### src/rtl/axi_lite_master_interface.sv
// axi_lite_master_interface: single-outstanding AXI4-Lite master; define AXI_LITE_MASTER_RR_ARB_EN for round-robin write/read arbitration
module axi_lite_master_interface #(
  parameter int ADDR_WIDTH      = 32,
  parameter int DATA_WIDTH      = 32,
  parameter int TRANS_W_STRB_W  = 4,
  parameter int TRANS_WR_RESP_W = 2,
  parameter int TRANS_PROT      = 3
) (
  input  logic                       clk_i,
  input  logic                       reset_i,
  input  logic                       i_wr_req,
  input  logic [ADDR_WIDTH-1:0]      i_addr_w,
  input  logic [TRANS_PROT-1:0]      i_awprot_w,
  input  logic [DATA_WIDTH-1:0]      i_data_w,
  input  logic [TRANS_W_STRB_W-1:0]  i_wstrb_w,
  input  logic                       i_rd_req,
  input  logic [ADDR_WIDTH-1:0]      i_addr_r,
  input  logic [TRANS_PROT-1:0]      i_arprot_r,
  output logic                       o_ready,
  output logic                       o_wr_done,
  output logic [TRANS_WR_RESP_W-1:0] o_bresp,
  output logic                       o_rd_done,
  output logic [DATA_WIDTH-1:0]      o_rdata,
  output logic [TRANS_WR_RESP_W-1:0] o_rresp,
  output logic [ADDR_WIDTH-1:0]      o_axi_awaddr,
  output logic [TRANS_PROT-1:0]      o_axi_awprot,
  output logic                       o_axi_awvalid,
  input  logic                       i_axi_awready,
  output logic [DATA_WIDTH-1:0]      o_axi_wdata,
  output logic [TRANS_W_STRB_W-1:0]  o_axi_wstrb,
  output logic                       o_axi_wvalid,
  input  logic                       i_axi_wready,
  input  logic [TRANS_WR_RESP_W-1:0] i_axi_bresp,
  input  logic                       i_axi_bvalid,
  output logic                       o_axi_bready,
  output logic [ADDR_WIDTH-1:0]      o_axi_araddr,
  output logic [TRANS_PROT-1:0]      o_axi_arprot,
  output logic                       o_axi_arvalid,
  input  logic                       i_axi_arready,
  input  logic [DATA_WIDTH-1:0]      i_axi_rdata,
  input  logic [TRANS_WR_RESP_W-1:0] i_axi_rresp,
  input  logic                       i_axi_rvalid,
  output logic                       o_axi_rready
);
  typedef enum logic [2:0] {IDLE, WR_REQ, WR_RESP, RD_REQ, RD_RESP} state_t;
  state_t state_q, state_d;
  logic [ADDR_WIDTH-1:0]      awaddr_q, awaddr_d, araddr_q, araddr_d;
  logic [TRANS_PROT-1:0]      awprot_q, awprot_d, arprot_q, arprot_d;
  logic [DATA_WIDTH-1:0]      wdata_q, wdata_d, rdata_q, rdata_d;
  logic [TRANS_W_STRB_W-1:0]  wstrb_q, wstrb_d;
  logic [TRANS_WR_RESP_W-1:0] bresp_q, bresp_d, rresp_q, rresp_d;
  logic awvalid_q, awvalid_d, wvalid_q, wvalid_d, arvalid_q, arvalid_d;
  logic wr_done_q, wr_done_d, rd_done_q, rd_done_d;
  logic idle, grant_wr, grant_rd;
  assign idle = state_q == IDLE;
`ifdef AXI_LITE_MASTER_RR_ARB_EN
  logic last_wr_q;
  // remember the kind granted last so the next tie goes to the other kind
  always_ff @(posedge clk_i) last_wr_q <= reset_i ? 1'b0 : (grant_wr | grant_rd) ? grant_wr : last_wr_q;
  assign grant_wr = idle & i_wr_req & (~i_rd_req | ~last_wr_q);
`else
  assign grant_wr = idle & i_wr_req;
`endif
  assign grant_rd = idle & i_rd_req & ~grant_wr;
  // next state: latch commands, retire each valid on its own handshake, capture responses
  always_comb begin
    state_d   = state_q;
    awaddr_d  = awaddr_q;
    awprot_d  = awprot_q;
    wdata_d   = wdata_q;
    wstrb_d   = wstrb_q;
    araddr_d  = araddr_q;
    arprot_d  = arprot_q;
    awvalid_d = awvalid_q;
    wvalid_d  = wvalid_q;
    arvalid_d = arvalid_q;
    bresp_d   = bresp_q;
    rdata_d   = rdata_q;
    rresp_d   = rresp_q;
    wr_done_d = 1'b0;
    rd_done_d = 1'b0;
    if (grant_wr) begin
      state_d   = WR_REQ;
      awaddr_d  = i_addr_w;
      awprot_d  = i_awprot_w;
      wdata_d   = i_data_w;
      wstrb_d   = i_wstrb_w;
      awvalid_d = 1'b1;
      wvalid_d  = 1'b1;
    end
    if (grant_rd) begin
      state_d   = RD_REQ;
      araddr_d  = i_addr_r;
      arprot_d  = i_arprot_r;
      arvalid_d = 1'b1;
    end
    if (state_q == WR_REQ) begin
      awvalid_d = awvalid_q & ~i_axi_awready;
      wvalid_d  = wvalid_q & ~i_axi_wready;
      state_d   = (awvalid_d | wvalid_d) ? WR_REQ : WR_RESP;
    end
    if (state_q == WR_RESP && i_axi_bvalid) begin
      bresp_d   = i_axi_bresp;
      wr_done_d = 1'b1;
      state_d   = IDLE;
    end
    if (state_q == RD_REQ) begin
      arvalid_d = arvalid_q & ~i_axi_arready;
      state_d   = arvalid_d ? RD_REQ : RD_RESP;
    end
    if (state_q == RD_RESP && i_axi_rvalid) begin
      rdata_d   = i_axi_rdata;
      rresp_d   = i_axi_rresp;
      rd_done_d = 1'b1;
      state_d   = IDLE;
    end
  end
  // state and output registers; reset aborts any transaction and clears captured results
  always_ff @(posedge clk_i) begin
    if (reset_i) begin
      state_q   <= IDLE;
      awaddr_q  <= '0;
      awprot_q  <= '0;
      wdata_q   <= '0;
      wstrb_q   <= '0;
      araddr_q  <= '0;
      arprot_q  <= '0;
      awvalid_q <= 1'b0;
      wvalid_q  <= 1'b0;
      arvalid_q <= 1'b0;
      bresp_q   <= '0;
      rdata_q   <= '0;
      rresp_q   <= '0;
      wr_done_q <= 1'b0;
      rd_done_q <= 1'b0;
    end else begin
      state_q   <= state_d;
      awaddr_q  <= awaddr_d;
      awprot_q  <= awprot_d;
      wdata_q   <= wdata_d;
      wstrb_q   <= wstrb_d;
      araddr_q  <= araddr_d;
      arprot_q  <= arprot_d;
      awvalid_q <= awvalid_d;
      wvalid_q  <= wvalid_d;
      arvalid_q <= arvalid_d;
      bresp_q   <= bresp_d;
      rdata_q   <= rdata_d;
      rresp_q   <= rresp_d;
      wr_done_q <= wr_done_d;
      rd_done_q <= rd_done_d;
    end
  end
  assign o_ready       = idle;
  assign o_wr_done     = wr_done_q;
  assign o_bresp       = bresp_q;
  assign o_rd_done     = rd_done_q;
  assign o_rdata       = rdata_q;
  assign o_rresp       = rresp_q;
  assign o_axi_awaddr  = awaddr_q;
  assign o_axi_awprot  = awprot_q;
  assign o_axi_awvalid = awvalid_q;
  assign o_axi_wdata   = wdata_q;
  assign o_axi_wstrb   = wstrb_q;
  assign o_axi_wvalid  = wvalid_q;
  assign o_axi_bready  = state_q == WR_RESP;
  assign o_axi_araddr  = araddr_q;
  assign o_axi_arprot  = arprot_q;
  assign o_axi_arvalid = arvalid_q;
  assign o_axi_rready  = state_q == RD_RESP;
endmodule
### config.mk
export PLATFORM = sky130hd
export DESIGN_NAME = axi_lite_master_interface
export DESIGN_NICKNAME = d
export VERILOG_FILES = /design/src/rtl/axi_lite_master_interface.sv
export SDC_FILE = /design/constraint.sdc
export NUM_CORES = 1
export LEC_CHECK = 0
export CORE_MARGIN = 2
export CORE_UTILIZATION = 39
export DETAILED_ROUTE_END_ITERATION = 8
export GPL_TIMING_DRIVEN = 0
export PLACE_DENSITY_LB_ADDON = 0.15
export SYNTH_ARGS = -nofsm -noshare
export SYNTH_HDL_FRONTEND = slang
export SYNTH_SLANG_ARGS = --single-unit
### constraint.sdc
create_clock -name clk_i -period 3.31 [get_ports clk_i]
set_input_delay 0.4965 -clock clk_i [delete_from_list [all_inputs] [get_ports clk_i]]
set_output_delay 0.4965 -clock clk_i [all_outputs]
set_load 0.01 [all_outputs]
# After elaboration in Yosys (flattened, before gate mapping)
# Index checks and enable logic that the tools add are counted.
# classes
n_eq_ne,4
muxes,14
bitwise,11
n_reduce_logical,7
# ops
op,count
$mux W3,6
$mux W1,7
$and A1 B1 Y1,6
$eq A3 B2 Y1 const B,2
$reduce_bool A5 Y1,1
$not A1 Y1,4
$reduce_bool A2 Y1,2
$eq A3 B1 Y1 const B,1
$eq A3 B3 Y1 const B,1
$logic_not A3 Y1,1
$logic_and A1 B1 Y1,2
$mux W2,1
$reduce_or A2 Y1,1
$or A1 B1 Y1,1
# totals
regBits,150
inputBits,151
out_inout_bits,150
elab_cells,51

# Longest topological paths before layout
# Gate-level depths: netlist (run 1).
# logic_depth
word_depth,8
mapped_depth,7
depth_no_buf,4

# Least setup slack after synthesis (run 1)
# Ideal clock, no wire load.
# synth_timing
kind,reg2reg
startpoint,reg state_q[1]
endpoint,reg rdata_q[10] (netlist: o_rdata[10])
setup_ns,0.132
t_arrival_ns,1.274
required_time_ns,3.178
path_slack_ns,1.904
path_stages_with_launch,7
n_path_buf,2
synth_period_minus_slack_ns,1.406
cell_sequence,dfxtp_1 buf_4 nor3b_2 nand2_1 clkbuf_1 nand2_1 a21oi_1
# synth_between
elab_chain_cells,2
# synth_rtl
element,line,rtl
"start, declared",46,"state_t state_q, state_d;"
"start signal, assigned",137,state_q <= state_d;
$eq A3 B3 Y1,n/a,
via o_axi_rready,43,output logic o_axi_rready
$logic_and A1 B1 Y1,111,if (state_q == RD_RESP && i_axi_rvalid) begin
"end signal, assigned",148,rdata_q <= rdata_d;
"end, declared",49,"logic [DATA_WIDTH-1:0] wdata_q, wdata_d, rdata_q, rdata_d;"
# The timed path passes the listed nets, and every way through them passes these cells.
# A chain may end at the register's enable or synchronous reset.

# Worst setup path after layout (run 1)
# layout_timing
startpoint,reg state_q[1]
endpoint,out o_axi_rready
# layout_between
elab_chain_cells,1
# layout_rtl
element,line,rtl
$eq A3 B3 Y1,170,assign o_axi_rready = state_q == RD_RESP;
"end, declared",43,
# Every way passes these cells.

==> results of run 1 <==
==> area by class of cell <==
| class | count | area (um2) | area share (%) |
|---|---|---|---|
| buffer | 49 | 296.5 | 3.224 |
| clock buffer | 25 | 515.5 | 5.605 |
| clock inverter | 7 | 115.1 | 1.252 |
| inverter | 4 | 15.01 | 0.1633 |
| multi-input combinational | 465 | 2038 | 22.16 |
| sequential | 150 | 3003 | 32.65 |
| tap | 176 | 220.2 | 2.395 |
| timing repair buffer | 299 | 2993 | 32.54 |
==> layout by cell type (no fill, tap or decap), types with 2 or more instances in the layout <==
cell type,n
clkbuf_16,17
and2_1,2
clkinv_2,2
nor2_1,12
nor3b_2,3
nor2b_1,2
buf_6,12
inv_1,4
o21ai_0,4
clkbuf_1,30
clkbuf_8,6
nor3_1,3
clkdlybuf4s50_1,299
a21oi_1,144
clkinvlp_4,2
mux2i_1,2
nand2_1,283
buf_2,3
buf_4,5
dfxtp_1,150
bufinv_16,3
==> power breakdown <==
group / total (mW) / switching (mW) / internal (mW)
Clock: 2.02 / 0.717 / 1.30
Combinational: 1.94 / 0.966 / 0.978
Sequential: 2.21 / 0.134 / 2.08
==> worst register-to-register path, cell delays in order (launching register included) <==
cell      delay, ns
dfxtp_1        0.30
buf_4          0.16
nor3_4         0.24
nand2_1        0.27
clkbuf_1       0.33
nand2_1        0.13
a21oi_1        0.07
==> per-stage QoR <==
step / util (%) / worst slack, ns / power [mW] / instance area, um2 / hold WS, ns
detailed placement: 64.17 / 1.174 / 4.210 / 8566 / 0.4453
finish: 68.90 / 1.053 / 6.181 / 9196 / 0.4520
global placement: 64.17 / 1.195 / 4.187 / 8566 / 0.4404
global route: 68.90 / 0.9522 / 6.530 / 9196 / 0.4655
CTS: 68.90 / 1.018 / 6.251 / 9196 / 0.4533
floorplan: - / 1.904 / 3.229 / 5353 / 0.4805
==> sequential cells by signal (all words and copies together), names as in the netlist, 3 cells and up <==
register / flops
o_axi_arprot: 3
o_axi_awprot: 3
o_axi_wdata: 32
o_axi_awaddr: 32
state_q: 3
o_axi_wstrb: 4
o_axi_araddr: 32
o_rdata: 32
==> per-layer routing <==
layer	GRT usage, %	vias up
li1	-	2788
met1	25.45	2408
met2	39.36	206
met3	9.211	45
met4	11.57	0
met5	0	-
==> logic make-up after synthesis <==
logic type / synth area share (%)
and+or+nand+nor: 22.93
AOI/OAI and AO/OA: 14.77
DFF: 56.10
buffers and inverters: 5.820
muxes: 0.3740
==> worst paths after layout <==
check / start / end / slack [ns] / cells past startpoint
worst max-delay path: state_q[1] / o_axi_rready / 1.05 / 3
worst min-delay path: o_axi_awaddr[19] / o_axi_awaddr[19] / 0.45 / 2
worst max register to register: state_q[1] / o_axi_wdata[26] / 1.68 / 6
worst min register to register: o_axi_awaddr[19] / o_axi_awaddr[19] / 0.45 / 2
==> out/qor.csv, run 1 <==
stage;metric;value;unit
run_status;outcome;finished clean;
global_routing;antenna_found_initial;0;
floorplan;dieArea;0.01468;mm2
synthesis;yosys_warnings;0;
drt;drt_iter0_drc;205;
flow_run;max-cap-violations;0;
global_routing;gr-usage-all-layers;23.34;%
sta;period_share;68.20;%
placement;port_buffers;299;
critical_path;path_delay_family;buffers and inverters;
drt;wl_met1;6721;um
placement;gp_congestion;0.7792;
critical_path;cp_num_buf_inv;2;
synthesis;synth_edf_count;0;
critical_path;crit_path_start_kind;flip-flop;
finish;final_cell_count_no_fill;1175;
floorplan;rows;42;
synthesis;syn-num-nets;819;
drt;drc;0;
critical_path;cp_max_fo;9;
sta;slew_headroom;62.57;%
synthesis;synth_top_flop_cell;dfxtp_1;
synthesis;yosys-top-cells-count;nand2_1, dfxtp_1, a21oi_1;
drt;routed_wirelength;17260;um
placement;dp_cells;1143;
global_routing;grt_max_degree;17;
sta;grt_setup_unrepaired;false;
synthesis;synth_seq_cells;150;
drt;wl_per_cell;14.69;um
synthesis;yosysMostFrequentCell;nand2_1;
worst_hold_path;hp-class;flip-flop to flip-flop;
sta;setup_tns;0;ns
finish;drive_gt1_share;5.506;%
drt;num_vias;5447;
floorplan;initial_core_util;40.10;%
floorplan;die_w;121.2;um
pwr;p_per_area;672.1;mW/mm2
sta;max_freq;443.0;MHz
critical_path;path_cells;buf_4 > nor3b_2 > clkdlybuf4s50_1;
critical_path;cp.required;2.81;ns
drt;wl_met2;8228;um
sta;fin_skew;0.005225;ns
synthesis;synthArstFlopShare;0;%
cts;clk_latency;0.42;ns
finish;antenna_cells;0;
synthesis;yosysUniqueCellTypes;26;
sta;min_period;2.257;ns
drt;top_layer_used;met4;
drt;drt_first_pass_iters;4;
cts;cts_buffers;17;
synthesis;netlist_area;0.005353;mm2
cts;cts_sinks;150;
floorplan;core;0.01335;mm2
floorplan;fp.dieH;121.2;um
sta;hold_viol_final;0;
synthesis;ys_top_cells_by_area;dfxtp_1, nand2_1, a21oi_1;
critical_path;critPathMaxStageDelay;0.62;ns
cts;hold_buffers;0;
cts;cts-resized-gates;0;
finish;area_delta_synth_final;71.81;%
finish;final_nets;1137;
critical_path;critPathSlowestCell;clkdlybuf4s50_1;
sta;slew_viol_final;0;
global_routing;grt_remaining_overflow;0;
global_routing;grt_pass1_vias;5284;
global_routing;grt_pass1_wl;26430;um
drt;ant_nets;0;
sta;finalSetupViolations;0;
finish;fillers;1120;
cts;cts_root_buffer;clkbuf_16;
critical_path;arrival;1.76;ns
floorplan;ios;301;
drt;via_per_inst;4.636;
drt;wl_met3;1653;um
synthesis;ys_seq_area_share;56.10;%
cts;htree_levels;4;
critical_path;crit_path_end_kind;output pin;
cts;cts_buffer_depth;2;
critical_path;worstSetupPathType;flip-flop to output pin;
pwr;peakVddDrop;0.3318;mV
sta;worst_slew_pin_slew;0.5614;ns
synthesis;syn_inst;668;
synthesis;synth_top_area_share;56.10;%
pwr;p_leak;3.295;nW
placement;dpl.hpwl;12970;um
cts;tritoncts;built;
cts;path_clk_slew;0.06;ns
cts;post_cts_buffers;0;
synthesis;synth_area_per_cell;8.013;um2
synthesis;synth_top_cell_by_area;dfxtp_1;
No activity file was read; power rests on OpenSTA's default activity.
==> inputs of run 2 (changes only) <==
--- a/config.mk
+++ b/config.mk
@@ -6,7 +6,7 @@
 export NUM_CORES = 1
 export LEC_CHECK = 0
 export CORE_MARGIN = 2
-export CORE_UTILIZATION = 39
+export CORE_UTILIZATION = 38
 export DETAILED_ROUTE_END_ITERATION = 8
 export GPL_TIMING_DRIVEN = 0
 export PLACE_DENSITY_LB_ADDON = 0.15
==> constraint.sdc (replaced) <==
create_clock -name clk_i -period 2.15 [get_ports clk_i]
set_input_delay 0.3225 -clock clk_i [delete_from_list [all_inputs] [get_ports clk_i]]
set_output_delay 0.3225 -clock clk_i [all_outputs]
set_load 0.01 [all_outputs]
==> out/qor.csv, run 2 (synthesis results as in run 1) <==
stage;metric;value;unit;change
placement;port_buffers;299;;unchanged
critical_path;cp_max_fo;9;;unchanged
drt;num_vias;5457;;was 5,447
floorplan;rows;43;;was 42
worst_hold_path;worst_hold_path.endpoint;o_axi_araddr[15];;was o_axi_awaddr[19]
sta;period_share;95.37;%;
global_routing;met1_usage;26.01;%;was 25.45%
cts;htree_levels;4;;unchanged
critical_path;critPathMaxStageDelay;0.61;ns;was 0.62 ns
critical_path;worstRegToRegCells;6;;unchanged
sta;fin_skew;0.009226;ns;was 0.005225 ns
worst_hold_path;holdPathStages;3;;was 2
floorplan;initial_core_util;38.71;%;was 40.10%
finish;final_nets;1137;;unchanged
finish;antenna_cells;0;;unchanged
run_status;outcome;finished clean;;unchanged
pwr;total_power;9.567;mW;was 6.181 mW
cts;cts_sinks;150;;unchanged
global_routing;grt_pass1_wl;26450;um;was 26,430 um
sta;max_freq;487.7;MHz;
floorplan;dieArea;0.01505;mm2;was 0.01468 mm2
cts;path_clk_slew;0.06;ns;about the same
pwr;p_leak;3.301;nW;was 3.295 nW
sta;worst_slew_pin_slew;0.6255;ns;was 0.5614 ns
sta;grt_setup_unrepaired;false;;unchanged
finish;most-common-layout-cells;clkdlybuf4s50_1, nand2_1, dfxtp_1;;unchanged
global_routing;grt_max_degree;17;;unchanged
critical_path;path_cells;buf_4 > nor3_4 > clkdlybuf4s50_1;;was buf_4 > nor3b_2 > clkdlybuf4s50_1
global_routing;gr-usage-all-layers;23.12;%;was 23.34%
critical_path;rr_startpoint;state_q[1];;unchanged
critical_path;crit_path_end_kind;output pin;;unchanged
floorplan;ios;301;;unchanged
floorplan;fp.dieH;122.7;um;was 121.2 um
flow_run;max-cap-violations;0;;unchanged
critical_path;arrival;1.73;ns;was 1.76 ns
sta;fin_hold_ws;0.4424;ns;was 0.4520 ns
cts;clk_latency;0.42;ns;about the same
drt;wl_per_cell;15.02;um;was 14.69 um
global_routing;antenna_found_initial;0;;unchanged
sta;setup_tns;0;ns;unchanged
cts;hold_buffers;0;;unchanged
floorplan;core;0.01383;mm2;was 0.01335 mm2
critical_path;crit_path_start_kind;flip-flop;;unchanged
global_routing;grt_pass1_vias;5177;;was 5,284
cts;cts-resized-gates;0;;unchanged
placement;placed_cell_area;0.008571;mm2;was 0.008566 mm2
global_routing;grt_util_met3;10.46;%;was 9.211%
finish;postLayoutCoreUtil;66.55;%;was 68.90%
critical_path;critPathSlowestCell;clkdlybuf4s50_1;;unchanged
worst_hold_path;hold_start;i_addr_r[15];;was o_axi_awaddr[19]
global_routing;grt_remaining_overflow;0;;unchanged
critical_path;cp.required;1.83;ns;was 2.81 ns
global_routing;grt-busiest-layer;met2;;unchanged
drt;via_per_inst;4.628;;was 4.636
critical_path;ff2ff_setup_slack;0.42;ns;was 1.68 ns
drt;drt_first_pass_iters;4;;unchanged
finish;post-route-cell-area;0.009201;mm2;was 0.009196 mm2
cts;cts_buffers;17;;unchanged
cts;cts_root_buffer;clkbuf_16;;unchanged
sta;slew_headroom;58.30;%;was 62.57%
pwr;peakVddDrop;0.5954;mV;was 0.3318 mV
placement;gp_congestion;0.7797;;was 0.7792
drt;drt_iter0_drc;244;;was 205
finish;area_delta_synth_final;71.90;%;was 71.81%
sta;slew_viol_final;0;;unchanged
cts;post_cts_buffers;0;;unchanged
sta;min_period;2.050;ns;
critical_path;r2r-end;o_axi_wdata[30];;was o_axi_wdata[26]
drt;routed_wirelength;17710;um;was 17,260 um
finish;mostFrequentLayoutCell;clkdlybuf4s50_1;;unchanged
worst_hold_path;hp-class;primary input to flip-flop;;was flip-flop to flip-flop
cts;cts_buffer_depth;2;;unchanged
drt;ant_nets;0;;unchanged
drt;drc;0;;unchanged
cts;tritoncts;built;;unchanged
global_routing;grtUsageMet2;38.43;%;was 39.36%
floorplan;die_w;122.7;um;was 121.2 um
sta;hold_viol_final;0;;unchanged
placement;dpl.hpwl;13080;um;was 12,970 um
pwr;p_per_area;1040;mW/mm2;was 672.1 mW/mm2
critical_path;worstSetupPathType;flip-flop to output pin;;unchanged
sta;finalSetupViolations;0;;unchanged
finish;drive_gt1_share;5.606;%;was 5.506%
## run 2: changes by cell type in the layout (fill, tap and decap cells not counted), sizes merged
cell	before	now
dlymetal6s2s	0	1
clkinvlp	2	4
clkinv	2	4
clkdlybuf4s50	299	298
inv	4	5
clkbuf	53	47
bufinv	3	4
## run 2: cell type report
type | count | area [um2]
plain buffers | 49 | 296.5
clock buffers | 19 | 442.9
clock inverters | 13 | 178.9
fillers | 1187 | 4626
inverters | 4 | 15.01
multi-input cells | 465 | 2044
flip-flops and latches | 150 | 3003
well taps | 180 | 225.2
repair buffers | 299 | 2995
## run 2: per-layer routing
layer	part of all wire [%]	routed length, um	vias to the layer above
li1	-	-	2794
met2	49	8631	208
met4	2.4	425	0
met3	10	1771	26
met5	0	0	-
met1	39	6885	2429
## run 2: through the flow
stage               std cells  worst slack (ns)
finish                   1179           0.09960
floorplan                 668            0.7436
global placement         1147            0.1802
CTS                      1179           0.02986
global route             1179          0.008584
detailed placement       1147            0.1800
## run 2: where the power goes
group          internal, mW  total [mW]  switching [mW]
combinational          1.51        3.02            1.51
clock                  1.97        3.13            1.17
sequential             3.20        3.42           0.216
## run 2: worst max-delay path by stage
stage | end | startpoint | slack (ns)
after global routing | o_axi_rready | state_q[2] | 0.009
after floorplan | o_rdata[10] | state_q[1] | 0.74
after detailed placement | o_axi_awprot[1] | i_wr_req | 0.18
final | o_ready | state_q[1] | 0.1
after global placement | o_axi_wdata[28] | i_wr_req | 0.18
after CTS | o_axi_rready | state_q[1] | 0.03
## run 2: critical path: cells and delay by family, from the launching register on
| family | cells | cell delay (ns) |
|---|---|---|
| and+or+nand+nor | 1 | 0.24 |
| buffers and inverters | 2 | 0.78 |
| DFF | 1 | 0.29 |
